**src/rtl/alu_pkg.sv**
```systemverilog
// Shared types for the multi-cycle ALU: opcodes, FSM states and the status flag layout.
package alu_pkg;

    typedef enum logic [2:0] {
        OP_ADD = 3'b000,
        OP_SUB = 3'b001,
        OP_AND = 3'b010,
        OP_OR  = 3'b011,
        OP_XOR = 3'b100,
        OP_SLL = 3'b101,
        OP_SRL = 3'b110,
        OP_MUL = 3'b111
    } alu_op_e;

    typedef enum logic [1:0] {
        ST_IDLE = 2'd0,
        ST_MUL  = 2'd1,
        ST_DONE = 2'd2
    } alu_state_e;

    typedef struct packed {
        logic n;
        logic z;
        logic c;
        logic v;
    } alu_flags_t;

    localparam int FLAG_N = 3;
    localparam int FLAG_Z = 2;
    localparam int FLAG_C = 1;
    localparam int FLAG_V = 0;

endpackage

```
**src/rtl/mc_alu_mul_iter.sv**
```systemverilog
// Iterative shift-add multiplier: one partial-product step per clock, WIDTH steps per multiply.
module mul_iter #(
    parameter int WIDTH = 16
) (
    input  logic                 clk,
    input  logic                 rst_n,
    input  logic                 start,
    input  logic [WIDTH-1:0]     a,
    input  logic [WIDTH-1:0]     b,
    output logic                 busy,
    output logic                 done,
    output logic [2*WIDTH-1:0]   product
);

    localparam int CW = $clog2(WIDTH);

    logic [2*WIDTH-1:0] mcand_q, mcand_d;
    logic [2*WIDTH-1:0] acc_q, acc_d;
    logic [WIDTH-1:0]   mplier_q, mplier_d;
    logic [CW-1:0]      cnt_q, cnt_d;
    logic               busy_q, busy_d;
    logic [2*WIDTH-1:0] step_sum;

    // product shows the accumulator after the current step, so it is complete while done is high
    always_comb begin
        step_sum = acc_q + (mplier_q[0] ? mcand_q : '0);
        mcand_d  = mcand_q;
        acc_d    = acc_q;
        mplier_d = mplier_q;
        cnt_d    = cnt_q;
        busy_d   = busy_q;
        if (start) begin
            mcand_d  = {{WIDTH{1'b0}}, a};
            mplier_d = b;
            acc_d    = '0;
            cnt_d    = '0;
            busy_d   = 1'b1;
        end else if (busy_q) begin
            acc_d    = step_sum;
            mcand_d  = mcand_q << 1;
            mplier_d = mplier_q >> 1;
            cnt_d    = cnt_q + 1'b1;
            if (cnt_q == CW'(WIDTH - 1)) begin
                busy_d = 1'b0;
            end
        end
    end

    always_ff @(posedge clk) begin
        if (!rst_n) begin
            busy_q <= 1'b0;
            cnt_q  <= '0;
        end else begin
            busy_q <= busy_d;
            cnt_q  <= cnt_d;
        end
    end

    always_ff @(posedge clk) begin
        mcand_q  <= mcand_d;
        acc_q    <= acc_d;
        mplier_q <= mplier_d;
    end

    assign busy    = busy_q;
    assign done    = busy_q && (cnt_q == CW'(WIDTH - 1));
    assign product = step_sum;

endmodule

```
**src/rtl/mc_alu.sv**
```systemverilog
// Multi-cycle ALU with valid/ready handshakes; single-cycle ops finish in one clock, MUL in WIDTH+1.
module mc_alu
    import alu_pkg::*;
#(
    parameter int WIDTH = 16,
    parameter int SHW   = $clog2(WIDTH)
) (
    input  logic             clk,
    input  logic             rst_n,
    input  logic             in_valid,
    output logic             in_ready,
    input  logic [2:0]       opcode,
    input  logic [WIDTH-1:0] A,
    input  logic [WIDTH-1:0] B,
    output logic             out_valid,
    input  logic             out_ready,
    output logic [WIDTH-1:0] alu_out,
    output logic [3:0]       flags
);

    alu_state_e         state_q, state_d;
    logic [WIDTH-1:0]   alu_out_q, alu_out_d;
    alu_flags_t         flags_q, flags_d;
    logic               in_ready_q, in_ready_d;
    logic               out_valid_q, out_valid_d;

    logic               mul_start, mul_busy, mul_done;
    logic [2*WIDTH-1:0] mul_product;

    logic [WIDTH:0]          add_full, sub_full;
    logic [WIDTH-1:0]        sc_res;
    logic                    sc_c, sc_v;
    logic signed [WIDTH-1:0] a_s, b_s, r_s;

    function automatic alu_flags_t make_flags(input logic [WIDTH-1:0] r,
                                              input logic c, input logic v);
        alu_flags_t f;
        f.n = r[WIDTH-1];
        f.z = (r == '0);
        f.c = c;
        f.v = v;
        return f;
    endfunction

    assign mul_start = (state_q == ST_IDLE) && in_valid && (alu_op_e'(opcode) == OP_MUL);

    mul_iter #(.WIDTH(WIDTH)) u_mul (
        .clk     (clk),
        .rst_n   (rst_n),
        .start   (mul_start),
        .a       (A),
        .b       (B),
        .busy    (mul_busy),
        .done    (mul_done),
        .product (mul_product)
    );

    // SUB carry is the carry-out of A + ~B + 1, i.e. "no borrow"
    always_comb begin
        add_full = {1'b0, A} + {1'b0, B};
        sub_full = {1'b0, A} + {1'b0, ~B} + {{WIDTH{1'b0}}, 1'b1};
        a_s      = A;
        b_s      = B;
        sc_res   = '0;
        sc_c     = 1'b0;
        sc_v     = 1'b0;
        case (alu_op_e'(opcode))
            OP_ADD: begin
                sc_res = add_full[WIDTH-1:0];
                sc_c   = add_full[WIDTH];
            end
            OP_SUB: begin
                sc_res = sub_full[WIDTH-1:0];
                sc_c   = sub_full[WIDTH];
            end
            OP_AND: sc_res = A & B;
            OP_OR:  sc_res = A | B;
            OP_XOR: sc_res = A ^ B;
            OP_SLL: sc_res = A << B[SHW-1:0];
            OP_SRL: sc_res = A >> B[SHW-1:0];
            default: sc_res = '0;
        endcase
        r_s = sc_res;
        if (alu_op_e'(opcode) == OP_ADD) begin
            sc_v = ((a_s < 0) == (b_s < 0)) && ((r_s < 0) != (a_s < 0));
        end else if (alu_op_e'(opcode) == OP_SUB) begin
            sc_v = ((a_s < 0) != (b_s < 0)) && ((r_s < 0) != (a_s < 0));
        end
    end

    always_comb begin
        state_d     = state_q;
        alu_out_d   = alu_out_q;
        flags_d     = flags_q;
        in_ready_d  = in_ready_q;
        out_valid_d = out_valid_q;
        case (state_q)
            ST_IDLE: begin
                if (in_valid) begin
                    in_ready_d = 1'b0;
                    if (alu_op_e'(opcode) == OP_MUL) begin
                        state_d = ST_MUL;
                    end else begin
                        alu_out_d   = sc_res;
                        flags_d     = make_flags(sc_res, sc_c, sc_v);
                        out_valid_d = 1'b1;
                        state_d     = ST_DONE;
                    end
                end
            end
            ST_MUL: begin
                if (mul_done) begin
                    alu_out_d   = mul_product[WIDTH-1:0];
                    flags_d     = make_flags(mul_product[WIDTH-1:0],
                                             |mul_product[2*WIDTH-1:WIDTH], 1'b0);
                    out_valid_d = 1'b1;
                    state_d     = ST_DONE;
                end else if (!mul_busy) begin
                    in_ready_d = 1'b1;
                    state_d    = ST_IDLE;
                end
            end
            ST_DONE: begin
                if (out_ready) begin
                    out_valid_d = 1'b0;
                    in_ready_d  = 1'b1;
                    state_d     = ST_IDLE;
                end
            end
            default: begin
                out_valid_d = 1'b0;
                in_ready_d  = 1'b1;
                state_d     = ST_IDLE;
            end
        endcase
    end

    always_ff @(posedge clk) begin
        if (!rst_n) begin
            state_q     <= ST_IDLE;
            alu_out_q   <= '0;
            flags_q     <= '0;
            in_ready_q  <= 1'b1;
            out_valid_q <= 1'b0;
        end else begin
            state_q     <= state_d;
            alu_out_q   <= alu_out_d;
            flags_q     <= flags_d;
            in_ready_q  <= in_ready_d;
            out_valid_q <= out_valid_d;
        end
    end

    assign in_ready  = in_ready_q;
    assign out_valid = out_valid_q;
    assign alu_out   = alu_out_q;
    assign flags     = flags_q;

endmodule

```
**config.mk**
```make
export PLATFORM = sky130hd
export DESIGN_NAME = mc_alu
export DESIGN_NICKNAME = d
export VERILOG_FILES = /design/src/rtl/alu_pkg.sv /design/src/rtl/mc_alu_mul_iter.sv /design/src/rtl/mc_alu.sv
export SDC_FILE = /design/constraint.sdc
export NUM_CORES = 1
export LEC_CHECK = 0
export ABC_AREA = 1
export CORE_ASPECT_RATIO = 0.5
export CORE_UTILIZATION = 50
export DETAILED_ROUTE_END_ITERATION = 12
export GPL_ROUTABILITY_DRIVEN = 0
export PLACE_DENSITY = 0.69
export RECOVER_POWER = 50
export SLEW_MARGIN = 5
export SYNTH_ARGS = -nofsm -noshare
export SYNTH_HDL_FRONTEND = slang
export SYNTH_SLANG_ARGS = --single-unit
```
**constraint.sdc**
```tcl
create_clock -name clk -period 4.3 [get_ports clk]
set_input_delay 1.29 -clock clk [delete_from_list [all_inputs] [get_ports clk]]
set_output_delay 1.29 -clock clk [all_outputs]
set_load 0.005 [all_outputs]
```
=== Word level (Yosys, flattened, before mapping) ===
Index checks and enable logic that the tools add are counted.

* Word-level logic and storage cells: 102
* Input bits: 39
* Flip-flop bits (word level): 109

* Shifts and indexed selects: 2
* Bitwise gates (word level): 5
* Equality and inequality tests: 20
* Add/subtract/negate cells: 5
* Reductions and logical operators: 17
* Order comparisons: 3
* Multiplexer cells: 36

{| class="wikitable"
|+ Operators by type and width
! kind !! number
|-
| two-way mux 16 bit || 7
|-
| case mux 16 bit (7 select lines) || 1
|-
| < comparator 16 x 1 -> 1 bit, second input constant || 3
|-
| adder 16 x 16 -> 17 bit || 2
|-
| adder 32 bit || 1
|-
| logical NOT 16 bit || 2
|-
| two-way mux 32 bit || 1
|-
| case mux 16 bit (2 select lines) || 1
|-
| adder 17 x 1 -> 17 bit, second input constant || 1
|-
| AND 16 bit || 1
|-
| NOT 16 bit || 1
|-
| OR 16 bit || 1
|-
| OR reduction 16 bit || 1
|-
| left shift 16 x 4 -> 16 bit || 1
|-
| >> shifter 16 x 4 -> 16 bit || 1
|-
| bitwise XOR 16 bit || 1
|-
| two-way mux 1 bit || 13
|-
| == test 3 bit, second input constant || 4
|-
| two-way mux 4 bit || 3
|-
| != test 2 bit, second input constant || 6
|-
| AND reduction 4 bit || 3
|-
| two-way mux 2 bit || 5
|-
| case mux 4 bit (2 select lines) || 1
|-
| == test 3 x 2 -> 1 bit, second input constant || 2
|-
| 18 further kinds || 25
|}

=== Longest topological paths before layout ===
Gate-level depths: netlist of the first run.

* Word-level depth: 12
* Gate-level depth with buffers: 22

=== Modules after synthesis ===
From an unflattened synthesis of the first run, not the netlist that was laid out.

* Cells, all modules: 1923
* Area total of the unflattened synthesis: 11218.3 um2

{| class="wikitable"
|+ By module, submodules not included
! module !! instances !! cells each !! area an instance (um2) !! sequential area each (um2)
|-
| mul_iter || 1 || 908 || 5778.0 || 2021.9
|-
| mc_alu || 1 || 1015 || 5440.2 || 460.4
|}

=== Worst setup path after synthesis of the first run ===
OpenSTA, ideal clock, no wires.

* Path kind: input to register
* Start: input port B[2]
* End: register flags_q, in the netlist flags[2]
* Data arrival time: 3.423 ns
* Required time: 4.230 ns
* Path slack: 0.807 ns
* Buffers on the path: 3
* Stages: 20
* Cells stage by stage: buf_2 clkinv_1 clkbuf_1 ha_1 buf_2 inv_1 nand2_1 nand2_1 inv_1 nand2_1 nand2_1 nand2_1 nand2_1 a21oi_1 nor2_1 nor2_1 nand2_1 nor2_1 nand3_1 a21oi_1

* Word-level cells in the longest chain between the ends: 8

{| class="wikitable"
|+ RTL lines
! element !! RTL line !! RTL
|-
| start, declared || mc_alu.sv:14 || <nowiki>input logic [WIDTH-1:0] B,</nowiki>
|-
| NOT 16 bit || mc_alu.sv:61 || <nowiki>sub_full = {1'b0, A} + {1'b0, ~B} + {{WIDTH{1'b0}}, 1'b1};</nowiki>
|-
| adder 16 x 16 -> 17 bit || mc_alu.sv:61 ||
|-
| adder 17 x 1 -> 17 bit || mc_alu.sv:61 ||
|-
| case mux 16 bit (7 select lines) * || mc_alu.sv:67 || <nowiki>case (alu_op_e'(opcode))</nowiki>
|-
| logical NOT 16 bit * || mc_alu.sv:39 || <nowiki>f.z = (r == '0);</nowiki>
|-
| two-way mux 4 bit * || mc_alu.sv:101 || <nowiki>if (alu_op_e'(opcode) == OP_MUL) begin</nowiki>
|-
| two-way mux 4 bit * || mc_alu.sv:99 || <nowiki>if (in_valid) begin</nowiki>
|-
| case mux 4 bit (2 select lines) * || mc_alu.sv:97 || <nowiki>case (state_q)</nowiki>
|-
| end signal, assigned || mc_alu.sv:148 || <nowiki>flags_q <= flags_d;</nowiki>
|-
| end, declared || mc_alu.sv:23 || <nowiki>alu_flags_t flags_q, flags_d;</nowiki>
|}

Mark *: on every way between the ends. The rest lies on a longest branch, timed or not. The select of a mux whose other input is x is not followed.
A chain may end at the register's enable or synchronous reset.

=== Final worst setup path of the first run ===
* Start: input port A[4]
* End: register flags_q, in the netlist flags[2]

* Word-level cells in the longest chain between the ends: 7

{| class="wikitable"
|+ RTL lines
! element !! RTL line !! RTL
|-
| start, declared || mc_alu.sv:13 || <nowiki>input logic [WIDTH-1:0] A,</nowiki>
|-
| adder 16 x 16 -> 17 bit || mc_alu.sv:61 ||
|-
| adder 17 x 1 -> 17 bit || mc_alu.sv:61 ||
|-
| case mux 16 bit (7 select lines) * || mc_alu.sv:67 ||
|-
| logical NOT 16 bit * || mc_alu.sv:39 ||
|-
| two-way mux 4 bit * || mc_alu.sv:101 ||
|-
| two-way mux 4 bit * || mc_alu.sv:99 ||
|-
| case mux 4 bit (2 select lines) * || mc_alu.sv:97 ||
|}

Marked as above.

==> metrics, run 1 <==
Via density around 5.6; adder-cell share of the synthesized area 0.1025; critical path depth 15; ANT cells 0; antenna viol nets, final 0; Final Hold Vio Count 0; number of I/O port buffers 60; final worst path period share 0.9329; Worst Tran Pin Value about 1.1 ns; Mapped Cells about 1900; chip height 106.1 um; Avg WL per Cell 16.45 um; Max Clock Freq around 250 MHz; Clock Tree Root clkbuf_16; most frequent cell after synthesis nand2_1; Synth Area in Compound Gates 0.1074; endpoint class of the critical path flop; hold path depth 2; area leader, netlist nand2_1; layout cells sized above 1 0.03633; GRT overflow 0; Pwr Density around 340 nW/um2; Startpoint Class primary input; Max Slew Vio Count 0; Cell Rows 37; post-synth top area share 0.2193; die area about 22000 um2; number of synthesized register bits between 100 and 150; gr usage total 0.3334; largest net degree at the start of global routing 36; # setup viols final 0; r2r worst-path depth 15; relative slew slack 0.2719; Synth Cell Area between 10000 and 15000 um2; clock latency at the later pin of the worst-skew pair 0.39 ns; Post-synth EDFFs 32; Core Region between 20000 and 25000 um2; drt first pass iters 6; Routed Wire Length between 30000 and 40000 um; area grow syn2layout 11.60%; Max Clock Skew roughly 0.015 ns; VDD IR-drop max roughly 0.00020 V; # resized after CTS 0; Synth warnings 0; RSZ-0062 raised after global routing false; asr flop ratio synth 0; Die X between 200 and 250 um; worst min path class reg -> reg; outcome complete, no violations; Detailed Route Iter0 Violations between 1500 and 2000; Hold-fix buffers, CTS 0; XOR/XNOR share of the synthesized area 0.01212; global-route wire length before repair about 60000 um; Post-Synth Simple-Gate Area 0.4215; CTS buffer count 9; H-tree Lvls 3; Reg clk slew, reported paths about 0.08 ns; Max FO, Critical Path 9; critical path's slowest cell clkdlybuf4s50_1; synth top area cells nand2_1 (22%), dfxtp_1 (14%), nand3_1 (11%); initial antenna violation count 0; fillers between 2000 and 2500; fin nets 2048; crit path kind in -> reg; Post-CTS Setup Repair Bufs 0; total of max-cap violations 0; vias in the first global route 11576; CTS tree built; slowest stage delay, CP 0.63 ns; sequential share of the synthesized area 0.2291; top_reg_cell synth dfxtp_1; CP top delay family simple AND/OR/NAND/NOR gates; Cell variety after synth 38; Pleak roughly 0.0065 uW; syn avg cell area 5.786 um2; post-DP HPWL slightly below 30000 um; Synthesized Nets roughly 2000; Initial Util 0.5190; clock sinks about 110; synth cell count leaders nand2_1 (633), inv_1 (271), nand3_1 (231); detailed-route via count ~12000; r2r setup slk around 0.75 ns; CP arrival 4.32 ns; post-synthesis mux area share 0; Finished Core Util 0.5793; DRC Markers 0; min Tclk post-route between 4 and 5 ns; Worst Path Buf+Inv 3; setup tns final 0 ns; main combinational cell family by area after synthesis simple AND/OR/NAND/NOR gates; io pins 61; clock buffer depth 2; required time of the critical path about 4.6 ns; CP cell instances clkdlybuf4s50_1 > inv_1 > ha_1 > inv_1 > a21oi_1 > nand3_1 > a21oi_1 > nand2_1 > nand2_1 > nor2_1 > nor2_1 > nand2_1 > nor2_1 > nand3_1 > a21oi_1
## routing by layer
metal / part of all wire / track usage / up-vias
met5: 0 / 0 / -
met4: 0.045 / 0.1324 / 0
met2: 0.43 / 0.5305 / 637
met1: 0.43 / 0.4407 / 5540
met3: 0.097 / 0.07031 / 124
li1: - / - / 6059
## power breakdown
| group | switching, uW | total, uW | internal, uW |
|---|---|---|---|
| combinational | 1230 | 1890 | 658 |
| sequential | 106 | 1340 | 1240 |
| clock | 452 | 861 | 409 |
| total | 1790 | 4090 | 2310 |
## cells in the final DEF (no fill, tap or decap), drive strengths merged
master	n
nand2	638
inv	285
nand3	233
nor2	173
o21ai	90
ha	84
a21oi	78
dfxtp	76
clkdlybuf4s50	36
buf	34
edfxtp	32
dlygate4sd3	24
o22ai	21
nor3	20
nand4	16
clkbuf	15
a31oi	10
xnor2	9
nand3b	8
o211ai	7
xor2	6
clkinv	6
o21bai	5
and3	5
and2	3
o21a	3
fa	3
or2	3
o2bb2ai	1
a21o	1
nor4	1
clkinvlp	1
## cells by family after synthesis
group	count (synthesis)
adders and majority gates	87
and+or+nand+nor	1100
DFF	108
xor gates and xnor gates	15
buffers and inverters	347
AOI/OAI and AO/OA	216
## per-stage QoR
step	area (um2)	hold slack, ns	cells	total power, uW	worst slack, ns
finish	12090	0.4702	2219	4092	0.2886
global route	12090	0.4970	2219	4405	0.09132
CTS	12120	0.4704	2219	4091	0.4219
detailed placement	11820	0.4564	2203	3217	0.06024
global placement	11820	0.4592	2203	3189	0.1529
floorplan	10840	0.4464	1873	2653	0.8070
## flip-flops by register name (all words and copies together), names as in the netlist, 2 cells and up
name            count
state_q             2
alu_out            16
u_mul.cnt_q         4
u_mul.mcand_q      32
u_mul.acc_q        32
u_mul.mplier_q     16
flags               3
## path summary, 6_finish.rpt
path / start / to
min: out_valid$_SDFFE_PN0P_ / out_valid$_SDFFE_PN0P_
max reg2reg: u_mul.mplier_q[0]$_DFFE_PP_ / flags[2]$_SDFFE_PN0P_
min reg2reg: out_valid$_SDFFE_PN0P_ / out_valid$_SDFFE_PN0P_
max: A[4] / flags[2]$_SDFFE_PN0P_
## tightest hold or removal path: stages (launching register included)
cell and delay [ns]:
dfxtp_1 0.32, nand2_1 0.06, a21oi_1 0.05
## area by class of cell
cell class / instances / area [um2] / share of cell area
tap: 292 / 365.4 / 0.03021
clock inverter: 7 / 68.82 / 0.005690
inverter: 285 / 1072 / 0.08866
clock buffer: 9 / 225.2 / 0.01862
timing repair buffer: 100 / 905.9 / 0.07490
multi-input combinational: 1418 / 6974 / 0.5767
sequential: 108 / 2482 / 0.2053
No activity file was read; power rests on OpenSTA's default activity.
==> run 2, diff against run 1 <==
--- a/config.mk
+++ b/config.mk
@@ -6,6 +6,7 @@
 export NUM_CORES = 1
 export LEC_CHECK = 0
 export ABC_AREA = 1
+export CAP_MARGIN = 20
 export CORE_ASPECT_RATIO = 0.5
 export CORE_UTILIZATION = 50
 export DETAILED_ROUTE_END_ITERATION = 12
==> results of run 2 <==
The final DEF is identical to that of run 1; final timing and power are the same.
==> patch 1 (settings of run 1) <==
`WIDTH` is set to 16 in 2 places; all go to 8.
--- a/src/rtl/mc_alu_mul_iter.sv
+++ b/src/rtl/mc_alu_mul_iter.sv
@@ -1,6 +1,6 @@
 // Iterative shift-add multiplier: one partial-product step per clock, WIDTH steps per multiply.
 module mul_iter #(
-    parameter int WIDTH = 16
+    parameter int WIDTH = 8
 ) (
     input  logic                 clk,
     input  logic                 rst_n,
--- a/src/rtl/mc_alu.sv
+++ b/src/rtl/mc_alu.sv
@@ -2,7 +2,7 @@
 module mc_alu
     import alu_pkg::*;
 #(
-    parameter int WIDTH = 16,
+    parameter int WIDTH = 8,
     parameter int SHW   = $clog2(WIDTH)
 ) (
     input  logic             clk,
Ports: changed (resized A, B and alu_out); port bits go from 61 to 37. No check against the original RTL was run, so the function may have changed too.
==> patch 1 against run 1 <==
- hold slack got worse by 0.0091 ns
- routed wire length fell by 62%
- clock skew decreased by 0.0063 ns
- critical path depth is 8 lower
- setup slack gained 0.33 ns
- power is 44% lower
- sequential cell count shrank 49
- synthesized cell count shrank 57%
- combinational power is 59% lower
- critical endpoint is now u_mul.mcand_q[0]$_SDFFCE_PN0P_
- area after synthesis shrank 52%
- count of clock-buffer cells in the layout grew 3
- cell area is 52% lower
- final cell count down 56%
==> patch 1: results (changes against run 1) <==
number of multi-input logic gates: 597 (-58%)
worst-margin pin slew: 0.893 ns (-0.199 ns)
Data buffer area share: 6.80% (-0.69 points)
status: completed
CP startpoint: opcode[0]
Worst-Skew Late Latency: 0.33 ns (-0.06 ns)
Logic pwr share: 34.3% (-12 points)
share of cells above drive strength 1: 5.89% (+2.3 points)
Reg2Reg Launch Point: u_mul.busy$_SDFF_PN0_
number of synthesized flops with an enable pin: 16 (-50%)
DP Area: 0.00555 mm² (-53%)
Worst Skew: 0.00829 ns (-0.00633 ns)
first-pass GRT wire length: 22500 µm (-62%)
Yosys cell types: 39 (+2.6%)
nets: 895 (-56%)
DR WL/cell: 14.4 µm (-12%)
DR iter-0 viols: 445 (-71%)
Seq. pwr: 0.000727 W (-46%)
WP data arrival: 3.64 ns (-0.68 ns)
Register Area: 0.00134 mm² (-46%)
r2r endpoint: alu_out[2]$_SDFFE_PN0P_
Worst VDD drop: 0.238 mV (+18%)
post-DP HPWL: 10800 µm (-63%)
Critical Path Sink: u_mul.mcand_q[0]$_SDFFCE_PN0P_
Clock-cell share: 5.48% (+3.0 points)
Reg clk slew, reported paths: 0.05 ns (-0.03 ns)
Buffers, non-clock: 41 (-59%)
largest cells by area after synthesis: dfxtp_1, nand2_1, ha_1
Hold EP: in_ready$_SDFFE_PN1P_
Pre-Repair DR Iteration Count: 5 (-1)
fraction of area in multi-input gates: 54.1% (-3.6 points)
fill cell count: 973 (-55%)
R2R cell count: 7 (-8)
inverters: 119 (-58%)
flop2flop setup slack: 1.27 ns (+0.52 ns)
Syn Area/Cell: 6.44 µm² (+11%)
routed vias/inst: 5.36 (-3.7%)
FF+latch count: 59 (-45%)
Crit Path Max Fanout: 23 (+14)
largest net degree at the start of global routing: 33 (-8.3%)
clock power share: 33.7% (+13 points)
min-delay src: in_ready$_SDFFE_PN1P_
total global-route track usage: 26.8% (-6.5 points)
syn nets: 870 (-56%)
PortBufs: 36 (-40%)
LEAKAGE: 3.02 nW (-54%)
## patch 1: cell types whose count changed after synthesis, moves of 9 or more
cell / delta
nor3_1: -15
a21oi_1: -34
inv_1: -160
buf_2: -18
o21ai_0: -54
dfxtp_1: -33
o22ai_1: -14
o21ai_1: +9
nand3_1: -131
nor2_1: -115
ha_1: -42
clkbuf_1: -20
edfxtp_1: -16
nand2_1: -407
## patch 1: metal layers
metal / track usage, % / share of wire, % / vias up / wire length, µm
li1: - / - / 2646 / -
met1: 35.1 / 48 / 2337 / 6630
met4: 10.8 / 1.7 / 0 / 232
met3: 4.29 / 5.9 / 16 / 823
met2: 44.9 / 45 / 186 / 6240
met5: 0 / 0 / - / 0
## patch 1: kinds of logic after synthesis
family / after synthesis / share of synthesized area (%)
buf+inv: 146 / 12.4
fa+ha+maj: 45 / 11.3
xor+xnor: 9 / 1.53
compound gates: 110 / 11.5
flops: 59 / 26.0
simple gates: 433 / 37.3
==> patch 2 (config.mk and constraints of run 1) <==
Made on the original files. The 3 states of `alu_state_e` get a one-hot encoding in 3 bits.
--- a/src/rtl/alu_pkg.sv
+++ b/src/rtl/alu_pkg.sv
@@ -12,10 +12,10 @@
         OP_MUL = 3'b111
     } alu_op_e;
 
-    typedef enum logic [1:0] {
-        ST_IDLE = 2'd0,
-        ST_MUL  = 2'd1,
-        ST_DONE = 2'd2
+    typedef enum logic [2:0] {
+        ST_IDLE = 3'b001,
+        ST_MUL  = 3'b010,
+        ST_DONE = 3'b100
     } alu_state_e;
 
     typedef struct packed {
Check against the original RTL: no difference found for any inputs over 10 cycles, from zero or initial values and one cycle with rst_n low; not proved beyond that.
==> patch 2 against run 1 <==
- utilization fell by 1.2 points
- cell area rose by 1.9%
- register-to-register slack improved by 0.28 ns
- area after synthesis rose by 2.4%
- sequential cell count rose by 1
- routed wire length fell by 0.94%
- sequential share of layout area fell by 0.23 points
- clock skew rose by 0.0039 ns
- power rose by 15%
- setup slack improved by 0.23 ns
- non-clock buffer count fell by 2
- critical path depth did not move
- critical path type unchanged
==> patch 2: results (changes against run 1) <==
ANT cells: 0 (unchanged)
Clk. pwr: 0.000926 W (+7.5%)
Worst VDD drop: 0.232 mV (+15%)
global-route met1 utilization: 42.9% (-1.2 points)
Highest Signal Layer: met4
Pre-Repair DR Iteration Count: 8 (+2)
DR iter-0 viols: 1148 (-24%)
WP data arrival: 4.10 ns (-0.22 ns)
fill cell count: 2285 (+6.5%)
Cells after DPL: 2218 (+0.68%)
R2R cell count: 17 (+2)
largest net degree at the start of global routing: 57 (+58%)
sw power: 0.00212 W (+18%)
total global-route track usage: 32.5% (-0.82 points)
DR WL met2: 15500 µm (-1.4%)
Yosys cell types: 46 (+21%)
DR WL/cell: 16.2 µm (-1.6%)
GR peak layer: met2
Worst Skew: 0.0185 ns (+0.00390 ns)
Root Buffer: clkbuf_16
nets: 2055 (+0.34%)
Worst-Skew Late Latency: 0.39 ns (about the same)
Placement Setup Slack: 0.290 ns (+0.230 ns)
share of cells above drive strength 1: 5.27% (+1.6 points)
largest cells by area after synthesis: nand2_1, dfxtp_1, inv_1
Cells after Synth: 1884 (+0.59%)
CP max-delay cell: ha_1
status: completed
first-pass GRT wire length: 57000 µm (-3.0%)
CP max stage delay: 0.54 ns (-0.09 ns)
CTS Buf Count: 9 (unchanged)
post-DP HPWL: 29100 µm (-0.42%)
DP Area: 0.0120 mm² (+1.7%)
routed wl met3: 3320 µm (-5.8%)
sequential share of the synthesized area: 22.6% (-0.35 points)
Max-slew headroom: 46.8% (+20 points)
top-count cell post-synth: nand2_1
syn nets: 2010 (+0.55%)
LEAKAGE: 6.71 nW (+3.2%)
number of global-route vias before repair: 10800 (-6.4%)
M3 GR Usage: 7.41% (+0.38 points)
Power Dens Cells: 381 mW/mm² (+13%)
met1 wire length: 16100 µm (+2.9%)
Logic pwr share: 48.6% (+2.5 points)
DR vias: 11900 (-3.7%)
met2 GRT Util: 51.3% (-1.7 points)
routed wire length: 36200 µm (-0.94%)
most frequent cells after synthesis: nand2_1, inv_1, nand3_1, nor2_1
==> patch 2: logic make-up (layout without fill, tap and decap cells) <==
family	after synthesis	in the layout	synth area share (%)
compound gates	219	219	11.1
xor+xnor	13	13	1.03
buf+inv	363	413	13.5
flops	109	109	22.6
simple gates	1093	1093	41.9
fa+ha+maj	87	87	10.0
==> patch 2: final cells by class <==
type	instances	area, µm²	share of cell area [%]
inverters	299	1130	9.19
flip-flops and latches	109	2500	20.3
clock inverters	7	91.3	0.741
multi-input cells	1412	7090	57.5
repair buffers	98	908	7.37
clock buffers	9	225	1.83
well taps	300	375	3.04
==> patch 2: worst paths after layout <==
path                                               to  slack, ns                   startpoint
worst max-delay path            flags[2]$_SDFFE_PN0P_       0.52                         A[6]
worst min-delay path            flags[0]$_SDFFE_PN0P_       0.47        flags[0]$_SDFFE_PN0P_
worst max register to register  flags[1]$_SDFFE_PN0P_       1.03  u_mul.mplier_q[0]$_DFFE_PP_
worst min register to register  flags[0]$_SDFFE_PN0P_       0.47        flags[0]$_SDFFE_PN0P_
